## src/rtl/iter_muldiv_alu.sv

```systemverilog
// Iterative RV32M-class multiply/divide unit: shift-add multiplier and restoring divider, one bit per clock.
// Optional macro MULDIV_EARLY_EXIT_EN ends a multiply as soon as the remaining multiplier bits are zero.
module iter_muldiv_alu #(
    parameter int WIDTH = 32,
    parameter int CNT_W = $clog2(WIDTH) + 1
) (
    input  logic             clk,
    input  logic             rstn,
    input  logic             inValid,
    output logic             inReady,
    input  logic [7:0]       mulDivControl,
    input  logic [WIDTH-1:0] mulDivData1,
    input  logic [WIDTH-1:0] mulDivData2,
    output logic             outValid,
    input  logic             outReady,
    output logic [WIDTH-1:0] mulDivResult,
    output logic             busy,
    input  logic             flush
);

    typedef enum logic [1:0] {IDLE, CALC, FIX, DONE} state_t;

    localparam logic [WIDTH-1:0] MIN_NEG = {1'b1, {(WIDTH-1){1'b0}}};

    state_t               state;
    logic [CNT_W-1:0]     cnt;
    logic [7:0]           opReg;
    logic                 negRes;
    logic [2*WIDTH-1:0]   acc;
    logic [2*WIDTH-1:0]   opA;
    logic [WIDTH-1:0]     opB;

    function automatic logic [WIDTH-1:0] magnitude(input logic signed [WIDTH-1:0] v, input logic isSigned);
        return (isSigned && v < 0) ? WIDTH'(-v) : WIDTH'(v);
    endfunction

    function automatic logic [2*WIDTH-1:0] negWide(input logic [2*WIDTH-1:0] v, input logic neg);
        return neg ? (~v + 1'b1) : v;
    endfunction

    function automatic logic [WIDTH-1:0] negNarrow(input logic [WIDTH-1:0] v, input logic neg);
        return neg ? (~v + 1'b1) : v;
    endfunction

    logic             isMulIn, signA, signB, negIn, special;
    logic [WIDTH-1:0] magA, magB, specialRes;
    logic             isMulReg;
    logic [2*WIDTH-1:0] mulSum, prodFix;
    logic [WIDTH:0]     remShift, remTrial;

    assign inReady  = (state == IDLE);
    assign busy     = (state != IDLE);
    assign isMulReg = |opReg[3:0];

    // Request decode: operand signedness, magnitudes and the single-edge special cases
    always_comb begin
        isMulIn    = |mulDivControl[3:0];
        signA      = mulDivControl[1] | mulDivControl[2] | mulDivControl[4] | mulDivControl[6];
        signB      = mulDivControl[1] | mulDivControl[4] | mulDivControl[6];
        magA       = magnitude($signed(mulDivData1), signA);
        magB       = magnitude($signed(mulDivData2), signB);
        negIn      = 1'b0;
        if (mulDivControl[1] | mulDivControl[4])
            negIn = (signA & mulDivData1[WIDTH-1]) ^ (signB & mulDivData2[WIDTH-1]);
        else if (mulDivControl[2] | mulDivControl[6])
            negIn = mulDivData1[WIDTH-1];
        special    = 1'b0;
        specialRes = '0;
        if (!$onehot(mulDivControl)) begin
            special = 1'b1;
        end else if ((|mulDivControl[7:4]) && mulDivData2 == '0) begin
            special    = 1'b1;
            specialRes = (mulDivControl[4] | mulDivControl[5]) ? '1 : mulDivData1;
        end else if ((mulDivControl[4] | mulDivControl[6]) && mulDivData1 == MIN_NEG && (&mulDivData2)) begin
            special    = 1'b1;
            specialRes = mulDivControl[4] ? MIN_NEG : '0;
        end
    end

    // One iteration: multiply accumulates the shifted multiplicand, divide does a trial subtract
    assign mulSum   = acc + (opB[0] ? opA : {(2*WIDTH){1'b0}});
    assign remShift = {acc[WIDTH-1:0], opB[WIDTH-1]};
    assign remTrial = remShift - {1'b0, opA[WIDTH-1:0]};
    assign prodFix  = negWide(acc, negRes);

    always_ff @(posedge clk) begin
        if (!rstn) begin
            state        <= IDLE;
            cnt          <= '0;
            opReg        <= '0;
            negRes       <= 1'b0;
            acc          <= '0;
            opA          <= '0;
            opB          <= '0;
            outValid     <= 1'b0;
            mulDivResult <= '0;
        end else if (flush) begin
            if (state != IDLE) begin
                state    <= IDLE;
                outValid <= 1'b0;
            end
        end else begin
            case (state)
                IDLE: begin
                    if (inValid) begin
                        opReg  <= mulDivControl;
                        negRes <= negIn;
                        cnt    <= CNT_W'(WIDTH);
                        acc    <= '0;
                        opA    <= {{WIDTH{1'b0}}, (isMulIn ? magA : magB)};
                        opB    <= isMulIn ? magB : magA;
                        if (special) begin
                            mulDivResult <= specialRes;
                            outValid     <= 1'b1;
                            state        <= DONE;
                        end else begin
`ifdef MULDIV_EARLY_EXIT_EN
                            state <= (isMulIn && magB == '0) ? FIX : CALC;
`else
                            state <= CALC;
`endif
                        end
                    end
                end
                CALC: begin
                    cnt <= cnt - 1'b1;
                    if (isMulReg) begin
                        acc <= mulSum;
                        opA <= opA << 1;
                        opB <= opB >> 1;
                    end else if (remTrial[WIDTH]) begin
                        acc <= {{(WIDTH-1){1'b0}}, remShift};
                        opB <= {opB[WIDTH-2:0], 1'b0};
                    end else begin
                        acc <= {{(WIDTH-1){1'b0}}, remTrial};
                        opB <= {opB[WIDTH-2:0], 1'b1};
                    end
`ifdef MULDIV_EARLY_EXIT_EN
                    if (cnt == CNT_W'(1) || (isMulReg && opB[WIDTH-1:1] == '0))
                        state <= FIX;
`else
                    if (cnt == CNT_W'(1))
                        state <= FIX;
`endif
                end
                FIX: begin
                    // After the loop, opB holds the quotient and acc the product or remainder
                    if (opReg[0])
                        mulDivResult <= prodFix[WIDTH-1:0];
                    else if (isMulReg)
                        mulDivResult <= prodFix[2*WIDTH-1:WIDTH];
                    else if (|opReg[5:4])
                        mulDivResult <= negNarrow(opB, negRes);
                    else if (|opReg[7:6])
                        mulDivResult <= negNarrow(acc[WIDTH-1:0], negRes);
                    else
                        mulDivResult <= '0;
                    outValid <= 1'b1;
                    state    <= DONE;
                end
                DONE: begin
                    if (outReady) begin
                        outValid <= 1'b0;
                        state    <= IDLE;
                    end
                end
                default: state <= IDLE;
            endcase
        end
    end

endmodule

```

## config.mk

```make
export PLATFORM = sky130hd
export DESIGN_NAME = iter_muldiv_alu
export DESIGN_NICKNAME = d
export VERILOG_FILES = /design/src/rtl/iter_muldiv_alu.sv
export SDC_FILE = /design/constraint.sdc
export NUM_CORES = 1
export LEC_CHECK = 0
export BUFFER_PORTS_ARGS = -buffer_cell sky130_fd_sc_hd__buf_2
export CELL_PAD_IN_SITES_DETAIL_PLACEMENT = 1
export CELL_PAD_IN_SITES_GLOBAL_PLACEMENT = 2
export CORE_MARGIN = 3
export CORE_UTILIZATION = 39
export DETAILED_ROUTE_END_ITERATION = 6
export GPL_ROUTABILITY_DRIVEN = 0
export GPL_TIMING_DRIVEN = 0
export PLACE_DENSITY = 0.95
export SLEW_MARGIN = 25
export SYNTH_ARGS = -nofsm -noshare
export SYNTH_HDL_FRONTEND = slang
export SYNTH_SLANG_ARGS = --single-unit
export TNS_END_PERCENT = 20
```

## constraint.sdc

```tcl
create_clock -name clk -period 11.1 [get_ports clk]
set_input_delay 0.555 -clock clk [delete_from_list [all_inputs] [get_ports clk]]
set_output_delay 0.555 -clock clk [all_outputs]
set_load 0.01 [all_outputs]
```

==> flow_metrics.tcl, run 1 <==
set metrics [dict create \
    rsz0062_at_grt "no" \
    areaGrowthSynthToFinish_pct 12.5 \
    fp.dieW_um 230 \
    hold_viol 0 \
    synthCells 2730 \
    final-instance-count-excl-fill 3556 \
    grt_overflow 0 \
    grt_max_degree 15 \
    ctsResizeCount 0 \
    max_freq_mhz 170 \
    worstSetupStartpointType "flip-flop" \
    wl_mm 91.8 \
    critPathRequiredTime_ps 11590 \
    final_area_sq_um 22000 \
    synth.distinct_cells 86 \
    async_reset_ff_share_pct 0 \
    ys_warn_count 0 \
    fin_nets 3065 \
    ant_nets 0 \
    synth.largest_area_cell "dfxtp_1" \
    clockBufferDepth 3 \
    ctsHoldBuffers 0 \
    synth_edf_count 0 \
    fillers 6362 \
    relSlewSlack_pct 28.9 \
    place_area_sq_um 21000 \
    avgSynthCellArea_sq_um 7.16 \
    first_pass_iters 5 \
    synthTopCellsByArea "dfxtp_1, ha_1, a21oi_1" \
    final_common_cell "nand2_1" \
    core_sq_um 49300 \
    tightest_slew_ps 1060 \
    mostFrequentLayoutCells "nand2_1, nor2_1, a21oi_1, o21ai_0, dfxtp_1" \
    routed-via-count 22614 \
    critPathKind "reg2reg" \
    hold_class "in2reg" \
    crit_fanout 10 \
    ys_ff_latch 210 \
    fin_crit_ps 5880 \
    grt_usage_pct 33.4 \
    route.detailed.drc 0 \
    numCtsBuffers 28 \
    drtIter0Drc 2221 \
    place.port_buffers 110 \
    clk_latency_ps 590 \
    initial_core_util_pct 39.7 \
    synth.cell_area_sq_um 19600 \
    drive_gt1_share_pct 7.88 \
    maxSlewViolCount 0 \
    dp.cells 3505 \
    rows 81 \
    root_buffer "clkbuf_16" \
    ir_worst_vdd_v 0.000122 \
    die_h_um 230 \
    clk_pin_slew_worst_paths_ps 70 \
    cp_data_arrival_time_ps 6360 \
    post_cts_buffers 0 \
    diodes 0 \
    finalCritPeriodShare_pct 52.9 \
    tns_ps 0 \
    outcome "completed" \
    synth.top_cell.area_share_pct 21.5 \
    drv_cap 0 \
    critPathCaptureType "flip-flop" \
    p_per_area_nw_per_um2 131 \
    clock_skew_ps 25.9 \
    power.leakage_nw 8.56 \
    final-setup-viol-count 0 \
    syn_nets 2924 \
    grt_pass1_wl_mm 138 \
    die_area_sq_um 52900 \
    cts.htree.levels 1 \
    cts_sinks 210 \
    synth-main-ff-cell "dfxtp_1" \
    antenna_found_initial 1 \
    synth-seq-area-share_pct 21.5 \
    io_pins 112 \
    tritoncts "done" \
    viasPerCell 6.36 \
    avgRoutedWirePerCell_um 25.8 \
    hpwl_mm 73.0 \
    grt_pass1_vias 22856 \
]
synthesized netlist by cell type (20+ instances only):
| cell type | n |
|---|---|
| nand3_1 | 42 |
| o211ai_1 | 41 |
| nand2_1 | 303 |
| and2_1 | 49 |
| o31ai_1 | 36 |
| inv_1 | 99 |
| a21o_1 | 54 |
| xnor2_1 | 116 |
| clkbuf_1 | 159 |
| xor2_1 | 111 |
| a211oi_1 | 86 |
| a22oi_1 | 44 |
| nand2b_1 | 20 |
| nor3_1 | 50 |
| dfxtp_1 | 210 |
| nor2_1 | 286 |
| nand4_1 | 28 |
| ha_1 | 111 |
| a21oi_1 | 243 |
| o21a_1 | 24 |
| mux2i_1 | 20 |
| a31oi_1 | 35 |
| o22ai_1 | 24 |
| o21ai_0 | 221 |
sequential cells by signal, indices dropped and copies added, names as in the netlist:
signal and count:
acc 64, opA 64, mulDivResult 32, opB 32, opReg 8, cnt 6, state 2, negRes 1
outValid 1
final cells by class:
cell class	instances	area (sq um)	area share, %
multi-input combinational	2242	14300	65.1
sequential	210	4200	19.1
tap	664	831	3.78
clock buffer	37	815	3.70
buffer	178	678	3.08
timing repair buffer	111	556	2.53
inverter	100	375	1.71
clock inverter	14	223	1.01
stage by stage:
step / hold WS (ps) / worst slack [ps] / utilization [%] / power (W)
2_1_floorplan: 443 / 6910 / - / 0.00145
5_1_grt: 252 / 4970 / 44.7 / 0.00298
3_3_place_gp: 459 / 5470 / 42.5 / 0.00178
6_report: 243 / 5220 / 44.7 / 0.00287
4_1_cts: 239 / 5420 / 44.7 / 0.00284
3_5_place_dp: 470 / 5490 / 42.5 / 0.00181
cell families (layout without fill, tap and decap cells):
family	count (synthesis)	count (layout)	share of synthesized area, %
compound gates	970	970	32.2
flops	210	210	21.5
simple gates	903	903	21.7
buf+inv	278	440	5.39
xor+xnor	227	227	10.2
fa+ha+maj	117	117	7.72
mux	25	25	1.31
final timing paths:
check	start	endpoint	slack, ps	cells after the start
worst max-delay path	opB[31]	acc[22]	5220	20
worst min-delay path	mulDivControl[3]	opReg[3]	240	3
worst max register to register	opB[31]	acc[22]	5220	20
worst min register to register	outValid	outValid	480	2
power breakdown:
group	leakage [nW]	internal, W	switching (W)	total [W]
registers	1.71	0.000809	0.0000594	0.000869
logic	6.34	0.000292	0.000677	0.000970
clock network	0.512	0.000633	0.000401	0.00103
total	8.56	0.00173	0.00114	0.00287
worst max-delay path: stages (launching register included):
cell and delay (ps):
dfxtp_1 400, inv_1 160, ha_1 190, inv_1 50
fa_1 430, a21o_1 220, a21o_1 240, a21oi_1 310
o21a_1 280, o21ai_0 290, a21oi_1 300, o31ai_1 160
a21o_1 200, a21o_1 180, ha_1 330, clkbuf_1 560
clkbuf_1 740, nor2_1 80, a311oi_1 310, a21oi_1 80
o31ai_1 260
routing by layer:
layer,vias up,share of wire [%],track usage (%)
li1,10227,-,-
met5,-,0,0
met3,309,8.0,5.48
met2,1054,44,54.3
met4,0,6.9,19.2
met1,11024,41,41.7
No activity file was read; power rests on OpenSTA's default activity.
==> run 2, diff against run 1 <==
--- a/config.mk
+++ b/config.mk
@@ -9,11 +9,11 @@
 export CELL_PAD_IN_SITES_DETAIL_PLACEMENT = 1
 export CELL_PAD_IN_SITES_GLOBAL_PLACEMENT = 2
 export CORE_MARGIN = 3
-export CORE_UTILIZATION = 39
+export CORE_UTILIZATION = 33
 export DETAILED_ROUTE_END_ITERATION = 6
 export GPL_ROUTABILITY_DRIVEN = 0
 export GPL_TIMING_DRIVEN = 0
-export PLACE_DENSITY = 0.95
+export PLACE_DENSITY = 0.86
 export SLEW_MARGIN = 25
 export SYNTH_ARGS = -nofsm -noshare
 export SYNTH_HDL_FRONTEND = slang
==> constraint.sdc (replaced) <==
create_clock -name clk -period 4.9 [get_ports clk]
set_input_delay 0.245 -clock clk [delete_from_list [all_inputs] [get_ports clk]]
set_output_delay 0.245 -clock clk [all_outputs]
set_load 0.01 [all_outputs]
==> run 2 against run 1 <==
  * Clock skew increased by 11 ps
  * Maximum frequency increased by 22%
  * Wire length increased by 2.2%
  * Critical endpoint is now acc[61]
  * Non-clock buffer count increased by 8
  * Via count decreased by 0.74%
  * Cell area increased by 0.60%
  * Sequential power increased by 130%
  * Final cell count increased by 3.0%
  * Critical path depth decreased by 5
==> flow_metrics.tcl, run 2 (same netlist as run 1, synthesis figures left out) <==
set metrics [dict create \
    outcome "completed" \
    mostFrequentLayoutCells "nand2_1, nor2_1, a21oi_1, o21ai_0, dfxtp_1" \
    crit_top_cell "o21ai_0" \
    power.leakage_nw 8.55 \
    antenna_found_initial 2 \
    tritoncts "done" \
    fp.dieW_um 249 \
    relSlewSlack_pct 23.0 \
    grt_overflow 0 \
    clockBufferDepth 3 \
    initial_core_util_pct 33.6 \
    avgRoutedWirePerCell_um 25.6 \
    slowest_delay_ps 640 \
    critPathKind "reg2reg" \
    finalPower_w 0.00626 \
    fillers 7345 \
    whs_path_depth 3 \
    die_area_sq_um 62200 \
    grt_pass1_wl_mm 141 \
    grt_max_degree 15 \
    reg_top3 "acc: 64 flops, opA: 64 flops" \
    hold_start "mulDivData1[16]" \
    ir_worst_vdd_v 0.000165 \
    drtIter0Drc 2198 \
    hold_class "in2reg" \
    cp_data_arrival_time_ps 5260 \
    final_core_util_pct 38.1 \
    fin_nets 3074 \
    worstSetupStartpointType "flip-flop" \
    ff2ff_path_depth 15 \
    max_freq_mhz 208 \
    drv_cap 0 \
    multi_input_area_sq_um 14300 \
    post_cts_buffers 0 \
    route.detailed.drc 0 \
    drive_gt1_share_pct 8.14 \
    worstSetupStartpoint "opB[0]" \
    diodes 0 \
    areaGrowthSynthToFinish_pct 13.2 \
    tightest_slew_ps 1150 \
    routed-via-count 22446 \
    layout_setup_ws_ps 90.3 \
    die_h_um 249 \
    ant_nets 0 \
    clk_latency_ps 590 \
    maxSlewViolCount 0 \
    dp.cells 3606 \
    root_buffer "clkbuf_16" \
    cpMaxStageDelayCell "o21ai_0" \
    final-setup-viol-count 0 \
    seq_area_sq_um 4200 \
    place_area_sq_um 21100 \
    p_per_area_nw_per_um2 283 \
    dpl_worst_slack_ps -844 \
    rsz0062_at_grt "no" \
    reg2reg_from "opB[0]" \
    fin_crit_ps 4810 \
    grt_pass1_vias 22428 \
    cts_sinks 210 \
    clk_pin_slew_worst_paths_ps 60 \
    crit_fanout 10 \
    io_pins 112 \
    path_cells "inv_1, clkbuf_2, nor2_1, ha_1, nand2_1, o21ai_0, a21o_1, a221oi_2, o311ai_1, a21oi_1, o21ai_1, a41oi_1, o21ai_0, o41ai_1, a41o_1" \
    critPathRequiredTime_ps 5350 \
    place.port_buffers 110 \
    core_sq_um 58100 \
    first_pass_iters 5 \
    rrSetupSlack_ps 90 \
    hpwl_mm 75.3 \
    cts.htree.levels 1 \
    clock_skew_ps 36.7 \
    finalCritPeriodShare_pct 98.2 \
    rr_endpoint "acc[61]" \
    viasPerCell 6.13 \
    grt_usage_pct 28.9 \
    final_common_cell "nand2_1" \
    critPathCaptureType "flip-flop" \
    final_area_sq_um 22100 \
    wl_mm 93.8 \
    hold_viol 0 \
    final-instance-count-excl-fill 3664 \
    numCtsBuffers 29 \
    hold_end "mulDivResult[16]" \
    rows 88 \
]
-- run 2: cell count changes in the layout (fill, tap and decap cells not counted), sizes merged --
cell / delta
buf: +1
bufinv: -4
clkinv: -1
clkinvlp: +3
dlygate4sd3: +8
-- run 2: worst max path at each step --
stage          slack (ps)      end  cells after the start
6_report               90  acc[61]                     15
5_1_grt                10  acc[56]                     16
4_1_cts                20  acc[61]                     15
3_5_place_dp         -840  acc[22]                     20
3_3_place_gp         -810  acc[22]                     20
2_1_floorplan         710  acc[21]                     19
-- run 2: final cells by class --
cell class	instances	area share, %
Inverter	100	1.70
Sequential cell	210	19.0
Clock buffer	38	3.57
Buffer	178	3.18
Timing Repair Buffer	119	2.88
Clock inverter	12	0.481
Tap cell	765	4.33
Multi-Input combinational cell	2242	64.9
-- run 2: stage by stage --
step	hold slack, ps	TNS [ps]
finish	127	0
detailed placement	468	-17630
floorplan	381	0
global route	149	0
global placement	451	-16670
CTS	111	0
-- run 2: worst max-delay path, delay by kind of cell, from the launching register on --
| family | cells | cell delay [ps] |
|---|---|---|
| flip-flops | 1 | 340 |
| buffers and inverters | 2 | 650 |
| AO/OA/AOI/OAI | 10 | 3010 |
| adder cells (fa/ha/maj) | 1 | 370 |
| AND/OR/NAND/NOR | 2 | 300 |
-- run 2: routing by layer --
metal,routed length [um],vias up,global-route usage [%]
met5,0,-,0
met4,5910,0,15.3
met3,6400,241,4.14
met2,42300,946,47.2
met1,39200,11032,36.8
li1,-,10227,-
-- run 2: power by group --
part           total, W  internal [W]  switching, W
clock           0.00206       0.00118      0.000879
sequential      0.00197       0.00183      0.000133
combinational   0.00223      0.000678       0.00155
-- run 2: what timing repair did --
| item | in CTS | in global routing |
|---|---|---|
| hold buffers | 8 | 0 |
| hold endpoints to repair | 8 | 0 |
| gates resized for setup | 14 | 12 |
| endpoints found under the setup margin | 42 | 23 |
| pin swaps | 0 | 1 |
